<file path="src/rtl/pc_pkg.sv">
// Shared types and default constants for the fetch-stage program counter.
// Latency: n/a (declarations only).
// Backpressure: n/a (declarations only).
package pc_pkg;

    // Fetch FSM: BOOT shows the reset vector as not-yet-valid for one cycle.
    typedef enum logic [1:0] {
        BOOT = 2'd0,
        RUN  = 2'd1,
        HALT = 2'd2
    } pc_state_t;

    // What the pending-redirect buffer does on this edge.
    typedef enum logic [1:0] {
        PEND_KEEP  = 2'd0,
        PEND_CLEAR = 2'd1,
        PEND_LOAD  = 2'd2
    } pend_op_t;

    // Control bundle from the next-pc selector to the register stage.
    typedef struct packed {
        logic     pc_load;
        pend_op_t pend_op;
        logic     misalign;
    } sel_ctl_t;

    localparam int          DEF_XLEN         = 32;
    localparam int          DEF_INSTR_BYTES  = 4;
    localparam logic [31:0] DEF_RESET_VECTOR = 32'h0000_0000;
    localparam logic [31:0] DEF_EXC_VECTOR   = 32'h0000_0080;

endpackage

</file>
<file path="src/rtl/pc_next_sel.sv">
// Combinational priority mux choosing the next fetch pc and pending-buffer action in RUN.
// Latency: purely combinational; results are registered by pc_fetch_unit.
// Backpressure: stall holds pc and parks a concurrent redirect in the pending buffer.
module pc_next_sel
    import pc_pkg::*;
#(
    parameter int              XLEN        = DEF_XLEN,
    parameter int              INSTR_BYTES = DEF_INSTR_BYTES,
    parameter logic [XLEN-1:0] EXC_VECTOR  = XLEN'(DEF_EXC_VECTOR)
) (
    input  logic            exc,
    input  logic            halt,
    input  logic            stall,
    input  logic            redirect,
    input  logic [XLEN-1:0] redirect_pc,
    input  logic [XLEN-1:0] pc_plus,
    input  logic            pend_valid,
    input  logic [XLEN-1:0] pend_pc,
    output logic [XLEN-1:0] next_pc,
    output sel_ctl_t        ctl
);

    // INSTR_BYTES is a power of two, so the low bits give the alignment test.
    localparam logic [XLEN-1:0] ALIGN_MASK = XLEN'(INSTR_BYTES - 1);

    logic misaligned;

    assign misaligned = (redirect_pc & ALIGN_MASK) != '0;

    // Priority: exc > halt > misaligned redirect > stall > redirect > pending > sequential.
    always_comb begin
        next_pc      = pc_plus;
        ctl.pc_load  = 1'b0;
        ctl.pend_op  = PEND_KEEP;
        ctl.misalign = 1'b0;
        if (exc) begin
            next_pc     = EXC_VECTOR;
            ctl.pc_load = 1'b1;
            ctl.pend_op = PEND_CLEAR;
        end else if (halt) begin
            // Entering HALT: everything holds, halt beats redirect and stall.
            ctl.pc_load = 1'b0;
        end else if (redirect && misaligned) begin
            next_pc      = EXC_VECTOR;
            ctl.pc_load  = 1'b1;
            ctl.pend_op  = PEND_CLEAR;
            ctl.misalign = 1'b1;
        end else if (stall) begin
            // pc holds; a redirect seen now is remembered, newest overwrites.
            if (redirect) begin
                ctl.pend_op = PEND_LOAD;
            end
        end else if (redirect) begin
            next_pc     = redirect_pc;
            ctl.pc_load = 1'b1;
            ctl.pend_op = PEND_CLEAR;
        end else if (pend_valid) begin
            next_pc     = pend_pc;
            ctl.pc_load = 1'b1;
            ctl.pend_op = PEND_CLEAR;
        end else begin
            next_pc     = pc_plus;
            ctl.pc_load = 1'b1;
        end
    end

endmodule

</file>
<file path="src/rtl/pc_fetch_unit.sv">
// Fetch-stage program counter with boot/run/halt FSM, redirect, exception vector and pending-redirect buffer.
// Latency: every pc change appears one cycle after the sampling edge; pc_plus is combinational from pc.
// Backpressure: stall freezes pc; a redirect during stall is buffered and applied when stall drops.
module pc_fetch_unit
    import pc_pkg::*;
#(
    parameter int              XLEN         = DEF_XLEN,
    parameter int              INSTR_BYTES  = DEF_INSTR_BYTES,
    parameter logic [XLEN-1:0] RESET_VECTOR = XLEN'(DEF_RESET_VECTOR),
    parameter logic [XLEN-1:0] EXC_VECTOR   = XLEN'(DEF_EXC_VECTOR)
) (
    input  logic            clk,
    input  logic            rst,
    input  logic            stall,
    input  logic            redirect,
    input  logic [XLEN-1:0] redirect_pc,
    input  logic            exc,
    input  logic            halt,
    output logic [XLEN-1:0] pc,
    output logic [XLEN-1:0] pc_plus,
    output logic            pc_valid,
    output logic            misalign_err,
    output logic            pend_valid
);

    pc_state_t       state_q;
    pc_state_t       state_d;
    logic [XLEN-1:0] pc_q;
    logic            pend_valid_q;
    logic [XLEN-1:0] pend_pc_q;
    logic            misalign_q;
    logic [XLEN-1:0] sel_pc;
    sel_ctl_t        sel_ctl;

    // Wraps silently at the top of the address space.
    assign pc_plus      = pc_q + XLEN'(INSTR_BYTES);
    assign pc           = pc_q;
    assign pc_valid     = (state_q == RUN);
    assign misalign_err = misalign_q;
    assign pend_valid   = pend_valid_q;

    pc_next_sel #(
        .XLEN        (XLEN),
        .INSTR_BYTES (INSTR_BYTES),
        .EXC_VECTOR  (EXC_VECTOR)
    ) u_next_sel (
        .exc         (exc),
        .halt        (halt),
        .stall       (stall),
        .redirect    (redirect),
        .redirect_pc (redirect_pc),
        .pc_plus     (pc_plus),
        .pend_valid  (pend_valid_q),
        .pend_pc     (pend_pc_q),
        .next_pc     (sel_pc),
        .ctl         (sel_ctl)
    );

    // State register.
    always_ff @(posedge clk) begin
        if (rst) begin
            state_q <= BOOT;
        end else begin
            state_q <= state_d;
        end
    end

    // Next state: BOOT lasts one cycle; halt parks the unit until an exception.
    always_comb begin
        state_d = state_q;
        case (state_q)
            BOOT:    state_d = RUN;
            RUN:     if (!exc && halt) state_d = HALT;
            HALT:    if (exc) state_d = RUN;
            default: state_d = BOOT;
        endcase
    end

    // pc, pending-redirect buffer and misalign pulse; only RUN and HALT-exit change them.
    always_ff @(posedge clk) begin
        if (rst) begin
            pc_q         <= RESET_VECTOR;
            pend_valid_q <= 1'b0;
            pend_pc_q    <= '0;
            misalign_q   <= 1'b0;
        end else begin
            misalign_q <= 1'b0;
            case (state_q)
                RUN: begin
                    if (sel_ctl.pc_load) begin
                        pc_q <= sel_pc;
                    end
                    case (sel_ctl.pend_op)
                        PEND_CLEAR: pend_valid_q <= 1'b0;
                        PEND_LOAD: begin
                            pend_valid_q <= 1'b1;
                            pend_pc_q    <= redirect_pc;
                        end
                        default: pend_valid_q <= pend_valid_q;
                    endcase
                    misalign_q <= sel_ctl.misalign;
                end
                HALT: begin
                    if (exc) begin
                        pc_q         <= EXC_VECTOR;
                        pend_valid_q <= 1'b0;
                    end
                end
                default: pc_q <= pc_q;
            endcase
        end
    end

endmodule

</file>
<file path="config.mk">
export PLATFORM = sky130hd
export DESIGN_NAME = pc_fetch_unit
export DESIGN_NICKNAME = d
export VERILOG_FILES = /design/src/rtl/pc_pkg.sv /design/src/rtl/pc_next_sel.sv /design/src/rtl/pc_fetch_unit.sv
export SDC_FILE = /design/constraint.sdc
export NUM_CORES = 1
export LEC_CHECK = 0
export CAP_MARGIN = 20
export CORE_MARGIN = 1
export CORE_UTILIZATION = 54
export DETAILED_ROUTE_END_ITERATION = 8
export GPL_ROUTABILITY_DRIVEN = 1
export PLACE_DENSITY = 0.9
export SYNTH_ARGS = -nofsm -noshare
export SYNTH_HDL_FRONTEND = slang
export SYNTH_HIERARCHICAL = 1
export SYNTH_SLANG_ARGS = --single-unit
</file>
<file path="constraint.sdc">
create_clock -name clk -period 6.4 [get_ports clk]
set_input_delay 1.28 -clock clk [delete_from_list [all_inputs] [get_ports clk]]
set_output_delay 1.28 -clock clk [all_outputs]
set_load 0.03 [all_outputs]
</file>
======== Word level (Yosys, flattened, before mapping) ========
Index checks and enable logic that the tools add are counted.
cells by class
  equal/unequal tests ..................... 8
  reduce and logical (&&, ||, !) cells .... 11
  add/sub/neg operators ................... 1
  mux-type cells .......................... 25
  bitwise logic cells ..................... 1
operator list
  cell                     count
  $mux W32                 8
  $pmux W32 S2             1
  $add A32 B3 Y32 const B  1
  $reduce_bool A32 Y1      1
  $mux W2                  5
  $mux W3                  3
  $pmux W2 S3              1
  $reduce_and A3 Y1        2
  $mux W1                  5
  $eq A2 B1 Y1 const B     2
  $eq A2 B2 Y1 const B     2
  $ne A2 B1 Y1 const B     2
  $pmux W1 S2              2
  $reduce_and A2 Y1        2
  $reduce_or A4 Y1         1
  $ne A3 B1 Y1 const B     1
  $logic_and A1 B1 Y1      2
  $logic_not A2 Y1         1
  $ne A2 B2 Y1 const B     1
  $reduce_bool A2 Y1       1
  $logic_not A1 Y1         1
  $not A1 Y1               1
storage, ports and cells
  logic and storage cells ................. 51
  output and inout port bits .............. 67
  input bits .............................. 38
  bits in registers ....................... 68

======== Longest topological paths before layout ========
Gate-level depths: netlist (run 1).
  word-level depth ........................ 9
  mapped depth ............................ 10
  mapped depth without buffers ............ 9

======== Modules after synthesis ========
The synthesis (run 1) kept the hierarchy.
by module, submodules not included
  module         area an instance (µm²)  instances  cells each  sequential area each (µm²)
  pc_fetch_unit  2977.9                  1          358         1361.3
  pc_next_sel    1373.8                  1          196         0.0

======== Least setup slack after synthesis (run 1) ========
OpenSTA, ideal clock, no wires.
  path kind ............................... reg2out
  start ................................... register pc_q[4], in the netlist pc[4]
  end ..................................... output pc_plus[27]
  required time ........................... 5.120 ns
  buffers on the path ..................... 0
  setup slack ............................. 2.898 ns
  arrival time ............................ 2.222 ns
  cell stages (with the launch flop) ...... 5
  path through ............................ dfxtp_1 -> nand4_4 -> or4_1 -> nor4_1 -> xor2_1
on the way
  word-level cells in the longest chain between the ends .. 1
ends and longest elaborated chain
  what                      RTL line              RTL
  start: declaration        pc_fetch_unit.sv:28   logic [XLEN-1:0] pc_q;
  start signal: assignment  pc_fetch_unit.sv:91   pc_q <= sel_pc;
  start signal: assignment  pc_fetch_unit.sv:109  default: pc_q <= pc_q;
  $add A32 B3 Y32           pc_fetch_unit.sv:36   assign pc_plus = pc_q + XLEN'(INSTR_BYTES);
  end: declaration          pc_fetch_unit.sv:20   output logic [XLEN-1:0] pc_plus,
Every way passes these cells.

======== Worst setup path in the final report (run 1) ========
  start ................................... register pc_q[2], in the netlist pc[2]
  end ..................................... output pc_plus[30]
The elaborated chain is that of the path after synthesis.

==> metrics.md, run 1 <==
| Metric | Value |
|---|---|
| First-pass DRT Iterations | 5 |
| Power Density | 214 nW/um^2 |
| Fin nets | 672 |
| Hold Path End | pend_pc_q[20] |
| Worst skew pair latency | 350 ps |
| Mapped Nets | 597 |
| Fin. Hold Viols | 0 |
| Number of global-route vias before repair | 4169 |
| Largest net degree at the start of global routing | 66 |
| Gates resized, CTS repair | 0 |
| RSZ-0062 raised after global routing | false |
| Grt ovf | 0 |
| Warnings from Yosys | 6 |
| Ant. Diodes | 0 |
| Fill cells | 578 |
| Slew headroom | 27.9% |
| Clock slew at reported path FFs | 70 ps |
| Die Ht | 91.8 um |
| Fmax | 0.223 GHz |
| CORE AREA | 7770 um^2 |
| Syn-to-layout area delta | 28.7% |
| Syn Inst Count | 554 |
| Worst-margin pin slew | 1080 ps |
| Reg-to-Reg Start | pend_valid |
| Reg2Reg Setup Slack | 2670 ps |
| Final wirelength | 12500 um |
| Critical path class | flip-flop to primary output |
| Crit path launch type | flip-flop |
| Initial Utilization | 56.0% |
| Hold Startpoint | pend_pc_q[20] |
| Max Slew Vio Count | 0 |
| Synthesized area per cell | 7.86 um^2 |
| DRC | 0 |
| Register area | 1360 um^2 |
| Post-CTS Setup Inserts | 0 |
| Hold buffer count at cts | 0 |
| Routed length per placed instance | 17.0 um |
| # rows | 32 |
| Post-synth top flop | dfxtp_1 |
| CP required | 5120 ps |
| Asr flop ratio synth | 0% |
| Post-synth EDFFs | 0 |
| Multi-input gate area | 2640 um^2 |
| Hold Crit Depth | 2 |
| Vias per std cell | 6.08 |
| CTS tree | done |
| Worst-case vdd ir drop | 106 uV |
| Final instance area | 5600 um^2 |
| Die area | 8420 um^2 |
| CTS Buf Count | 9 |
| Fin crit period | 4480 ps |
| Critical Path AT | 3200 ps |
| H-tree Lvls | 3 |
| Initial DRC Count | 319 |
| IO Port Bufs | 104 |
| CTS Root Cell | clkbuf_8 |
| Ratio of cells with drive above 1 in the final layout | 9.97% |
| Leakage | 1.87 nW |
| Cell Area, Placed | 5380 um^2 |
| DP Cell Count | 718 |
| Non-filler cells, final | 734 |
| I/O pin total | 105 |
| Final period utilization | 70.1% |
| Antenna violations before repair | 0 |
| Synthesis-stage register bit count | 68 |
| HP Class | flip-flop to flip-flop |
| GP Congestion | 0.856 |
| Sequential share of the synthesized area | 31.3% |
| Total GRT Usage | 29.9% |
| Max-Cap Viols | 0 |
| Clock Sinks | 68 |
| DP HPWL | 8200 um |
| Post-Syn Area | 4350 um^2 |
| Hold Slack | 456 ps |
| Clock skew after layout | 10.9 ps |
| Setup-failing EPs final | 0 |
| DIE WIDTH | 91.8 um |
| Clock Path Buffers | 2 |
| Setup crit end kind | primary output |
| DRT antenna net count | 0 |
| Setup tns final | 0 ps |
| Synth unique cells | 45 |
| Status | finished clean |
| Worst r2r path cells | 7 |
| CP Max Fanout | 9 |
| Worst reg2reg endpoint | pend_pc_q[29] |
| First-pass GRT wire length | 20200 um |
| Via count | 4465 |
[kinds of logic after synthesis]
| kind of cell | after synthesis | synth area share, % |
|---|---|---|
| AOI/OAI and AO/OA | 137 | 27.3 |
| xor gates and xnor gates | 29 | 5.84 |
| adders and majority gates | 5 | 1.44 |
| buffers and inverters | 86 | 8.48 |
| DFF | 68 | 31.3 |
| muxes | 2 | 0.460 |
| and+or+nand+nor | 227 | 25.2 |
[flip-flops by register name, indices dropped and copies added (netlist names)]
name	count
pend_pc_q	32
state_q	2
misalign_err	1
pc	32
pend_valid	1
[per-stage QoR]
step | setup WS [ps] | utilization [%] | power [mW]
floorplan | 2900 | - | 0.706
global placement | 1750 | 68.6 | 0.816
detailed placement | 1670 | 69.2 | 0.844
CTS | 1950 | 71.6 | 1.19
global route | 1790 | 72.1 | 1.25
finish | 1920 | 72.1 | 1.20
[final cells by class]
| cell class | instances | share of cell area (%) |
|---|---|---|
| well taps | 102 | 2.28 |
| clock inverters | 2 | 0.626 |
| multi-input cells | 400 | 47.1 |
| inverters | 38 | 2.55 |
| clock buffers | 12 | 2.77 |
| repair buffers | 112 | 20.3 |
| flip-flops and latches | 68 | 24.3 |
[critical path, cell delays in order (launching register included)]
cell	delay, ps
dfxtp_1	500
ha_1	310
nand2_1	140
nor4_4	490
nor4b_1	410
xor2_1	280
clkdlybuf4s50_1	720
[layout by cell type, fill, tap and decap left out, drive strengths merged, types with 2 or more instances in the layout]
cell	instances
a21oi	34
a221oi	30
a22oi	33
and3	4
and4	3
buf	11
clkbuf	12
clkdlybuf4s50	101
dfxtp	68
ha	5
inv	38
mux2i	2
nand2	105
nand2b	3
nand3	13
nand4	8
nor2	40
nor2b	31
nor3	3
nor3b	2
nor4	4
o211ai	3
o21ai	2
o22a	29
o32ai	2
or2	6
xnor2	22
xor2	7
[how the worst max path moves through the flow]
stage,start,to,slack (ps),depth (start not counted)
2_1_floorplan,pc[4],pc_plus[27],2900,4
3_3_place_gp,redirect,pc[18],1750,9
3_5_place_dp,redirect,pend_pc_q[29],1670,8
4_1_cts,pc[2],pc_plus[30],1950,6
5_1_grt,pc[2],pc_plus[30],1790,6
6_report,pc[2],pc_plus[30],1920,6
[routing by layer]
layer | global-route usage (%) | up-vias | part of all wire (%)
met1 | 37.1 | 2120 | 41
met5 | 0 | - | 0
li1 | - | 2072 | -
met2 | 50.4 | 240 | 48
met4 | 12.9 | 0 | 2.9
met3 | 5.89 | 33 | 8.5
[cell usage after synthesis (4+ instances only)]
| master | number | area, um^2 |
|---|---|---|
| nand2_1 | 105 | 394 |
| dfxtp_1 | 68 | 1360 |
| nor2_1 | 40 | 150 |
| inv_1 | 38 | 143 |
| clkbuf_1 | 36 | 135 |
| a21oi_1 | 34 | 170 |
| a22oi_1 | 33 | 248 |
| nor2b_1 | 31 | 194 |
| o22a_1 | 29 | 254 |
| a221oi_2 | 28 | 420 |
| xnor2_1 | 22 | 193 |
| nand3_1 | 13 | 65.1 |
| nand4_1 | 7 | 43.8 |
| xor2_1 | 7 | 61.3 |
| ha_1 | 5 | 62.6 |
| and3_1 | 4 | 25.0 |
| buf_2 | 4 | 20.0 |
| buf_6 | 4 | 45.0 |
[power breakdown]
part / internal [mW] / switching (mW) / total (mW)
logic: 0.145 / 0.236 / 0.381
registers: 0.439 / 0.0255 / 0.464
clock network: 0.197 / 0.158 / 0.355
Power figures use the tool's default switching activity.
==> inputs of run 2 (changes only) <==
--- a/config.mk
+++ b/config.mk
@@ -7,10 +7,10 @@
 export LEC_CHECK = 0
 export CAP_MARGIN = 20
 export CORE_MARGIN = 1
-export CORE_UTILIZATION = 54
+export CORE_UTILIZATION = 50
 export DETAILED_ROUTE_END_ITERATION = 8
 export GPL_ROUTABILITY_DRIVEN = 1
-export PLACE_DENSITY = 0.9
+export PLACE_DENSITY = 0.84
 export SYNTH_ARGS = -nofsm -noshare
 export SYNTH_HDL_FRONTEND = slang
 export SYNTH_HIERARCHICAL = 1
==> constraint.sdc (replaced) <==
create_clock -name clk -period 4.2 [get_ports clk]
set_input_delay 0.84 -clock clk [delete_from_list [all_inputs] [get_ports clk]]
set_output_delay 0.84 -clock clk [all_outputs]
set_load 0.03 [all_outputs]
==> run 2 against run 1 <==
- utilization decreased by 4.8 points
- die area is 7.8% higher
- clock power is 59% higher
- critical path type unchanged
- highest routed layer unchanged
==> metrics.md, run 2 (same netlist as run 1, synthesis figures left out) <==
| Metric | Value |
|---|---|
| Clock network power share | 30.8% (was 29.6%) |
| Hold Slack | 458 ps (was 456 ps) |
| Max-Cap Viols | 0 (unchanged) |
| Setup-failing EPs final | 0 (unchanged) |
| Fmax | 0.257 GHz |
| Number of global-route vias before repair | 4101 (was 4169) |
| Crit-path max cell delay | 720 ps (about the same) |
| Initial Utilization | 52.4% (was 56.0%) |
| Clock skew after layout | 10.8 ps (was 10.9 ps) |
| Total GRT Usage | 28.8% (was 29.9%) |
| Switching portion of total power | 36.8% (was 35.0%) |
| CP cell instances | nand4_1 > or4_1 > nor4_1 > xor2_1 > clkdlybuf4s50_1 (was ha_1 > nand2_1 > nor4_4 > nor4b_1 > xor2_1 > clkdlybuf4s50_1) |
| CP delay by family, top | simple AND/OR/NAND/NOR gates (unchanged) |
| Hold Path End | pend_pc_q[3] (was pend_pc_q[20]) |
| First-pass DRT Iterations | 4 (was 5) |
| Clock Sinks | 68 (unchanged) |
| First-pass GRT wire length | 20400 um (was 20200 um) |
| IO Port Bufs | 104 (unchanged) |
| Bufs and invs on worst path | 1 (unchanged) |
| Status | finished clean (unchanged) |
| Hold Startpoint | pend_pc_q[3] (was pend_pc_q[20]) |
| CTS tree | done (unchanged) |
| H-tree Lvls | 3 (unchanged) |
| CTS Buf Count | 9 (unchanged) |
| Clock Path Buffers | 2 (unchanged) |
| HP Class | flip-flop to flip-flop (unchanged) |
| Initial DRC Count | 288 (was 319) |
| Ratio of cells with drive above 1 in the final layout | 10.8% (was 9.97%) |
| Ant. Diodes | 0 (unchanged) |
| Post-CTS Setup Inserts | 0 (unchanged) |
| Leading cell type in the layout, fill and taps excluded | nand2_1 (unchanged) |
| Setup crit end kind | primary output (unchanged) |
| Critical path's slowest cell | clkdlybuf4s50_1 (unchanged) |
| Clock slew at reported path FFs | 80 ps (was 70 ps) |
| Max Slew Vio Count | 0 (unchanged) |
| Setup tns final | 0 ps (unchanged) |
| DP HPWL | 8290 um (was 8200 um) |
| # rows | 33 (was 32) |
| Grt ovf | 0 (unchanged) |
| Power Density | 329 nW/um^2 (was 214 nW/um^2) |
| Fin crit period | 3880 ps |
| Fin nets | 675 (was 672) |
| Worst skew pair latency | 360 ps (was 350 ps) |
| Syn-to-layout area delta | 28.3% (was 28.7%) |
| Crit path launch type | flip-flop (unchanged) |
| CTS Root Cell | clkbuf_8 (unchanged) |
| Slew headroom | 45.2% (was 27.9%) |
| GP Congestion | 0.945 (was 0.856) |
| I/O pin total | 105 (unchanged) |
| Reg-to-Reg Start | pc[9] (was pend_valid) |
| Fin. Hold Viols | 0 (unchanged) |
| Largest net degree at the start of global routing | 44 (was 66) |
| Final period utilization | 92.5% |
| DIE WIDTH | 95.3 um (was 91.8 um) |
| Worst reg2reg endpoint | pc[31] (was pend_pc_q[29]) |
| Reg2Reg Setup Slack | 1600 ps (was 2670 ps) |
| Critical Path AT | 3040 ps (was 3200 ps) |
| Worst-margin pin slew | 816 ps (was 1080 ps) |
| Critical path class | flip-flop to primary output (unchanged) |
| Die Ht | 95.3 um (was 91.8 um) |
| CORE AREA | 8300 um^2 (was 7770 um^2) |
| Comb power frac | 30.9% (was 31.7%) |
| Final wirelength | 12500 um (about the same) |
| Gates resized, CTS repair | 0 (unchanged) |
| Leakage | 1.87 nW (about the same) |
| CP required | 3360 ps (was 5120 ps) |
| Hold Crit Depth | 2 (unchanged) |
| Seq pwr share | 38.3% (was 38.7%) |
| CP Max Fanout | 7 (was 9) |
| DRT antenna net count | 0 (unchanged) |
| P_sw | 675 uW (was 420 uW) |
| Die area | 9080 um^2 (was 8420 um^2) |
| Routed length per placed instance | 16.9 um (was 17.0 um) |
| Via count | 4428 (was 4465) |
| Hold buffer count at cts | 0 (unchanged) |
| Antenna violations before repair | 0 (unchanged) |
| RSZ-0062 raised after global routing | false (unchanged) |
| Worst r2r path cells | 8 (was 7) |
| Most frequent cells in the layout | nand2_1 (105), clkdlybuf4s50_1 (101), dfxtp_1 (68) (unchanged) |
| Worst-case vdd ir drop | 241 uV (was 106 uV) |
| Internal Pwr Total | 1.16 mW (was 780 uW) |
| DRC | 0 (unchanged) |
| Vias per std cell | 5.97 (was 6.08) |
## run 2: cell count changes in the layout (fill, tap and decap cells not counted)
cell / previous run / this run
buf_12: 2 / 0
buf_16: 1 / 0
buf_4: 4 / 11
buf_8: 1 / 0
clkbuf_1: 1 / 0
clkbuf_8: 11 / 10
clkinv_2: 1 / 2
clkinv_4: 0 / 1
clkinvlp_4: 0 / 2
## run 2: worst max-delay path by stage
stage          start  slack [ps]  cells after the start           to
2_1_floorplan  pc[4]        1140                      4  pc_plus[27]
4_1_cts        pc[5]         310                      5  pc_plus[31]
3_3_place_gp   pc[4]         820                      5  pc_plus[31]
6_report       pc[9]         320                      5  pc_plus[31]
3_5_place_dp   pc[5]         700                      5  pc_plus[31]
5_1_grt        pc[9]         170                      5  pc_plus[31]
## run 2: layout make-up
type | count | area [um^2]
clock buffer | 10 | 138
clock inverter | 6 | 63.8
fill | 717 | 2710
inverter | 38 | 143
multi-input combinational | 400 | 2640
sequential | 68 | 1360
tap | 105 | 131
timing repair buffer | 115 | 1110
## run 2: power by group through the flow
| stage | registers [mW] | logic [mW] | clock network (mW) |
|---|---|---|---|
| finish | 0.703 | 0.567 | 0.565 |
| global placement | 0.713 | 0.550 | 0 |
| floorplan | 0.740 | 0.336 | 0 |
| detailed placement | 0.718 | 0.562 | 0 |
| global route | 0.707 | 0.612 | 0.601 |
| CTS | 0.702 | 0.565 | 0.569 |
## run 2: routing by layer
metal | vias to the layer above | part of all wire, % | global-route usage [%]
met3 | 15 | 8.5 | 6.14
met1 | 2131 | 44 | 38.2
li1 | 2089 | - | -
met5 | - | 0 | 0
met2 | 193 | 46 | 46.7
met4 | 0 | 1.2 | 8.96
## run 2: tightest hold or removal path, stage by stage, from the launching register on
cell,delay [ps]
dfxtp_1,310
nand2_1,50
a21oi_1,50
## run 2: metrics by stage
stage          total power [mW]  setup slack (ps)  utilization [%]  std cells  instance area [um^2]
3_5_place_dp               1.28               700             64.9        726                  5380
6_report                   1.84               316             67.3        742                  5590
5_1_grt                    1.92               168             67.3        742                  5590
3_3_place_gp               1.26               816             64.9        726                  5380
4_1_cts                    1.84               314             67.3        742                  5590
2_1_floorplan              1.08              1140                -        554                  4350
==> inputs of run 3 (changes only) <==
--- a/config.mk
+++ b/config.mk
@@ -11,6 +11,7 @@
 export DETAILED_ROUTE_END_ITERATION = 8
 export GPL_ROUTABILITY_DRIVEN = 1
 export PLACE_DENSITY = 0.84
+export SKIP_CTS_REPAIR_TIMING = 1
 export SYNTH_ARGS = -nofsm -noshare
 export SYNTH_HDL_FRONTEND = slang
 export SYNTH_HIERARCHICAL = 1
==> results of run 3 <==
The final DEF is identical to that of run 2; final timing and power are the same.
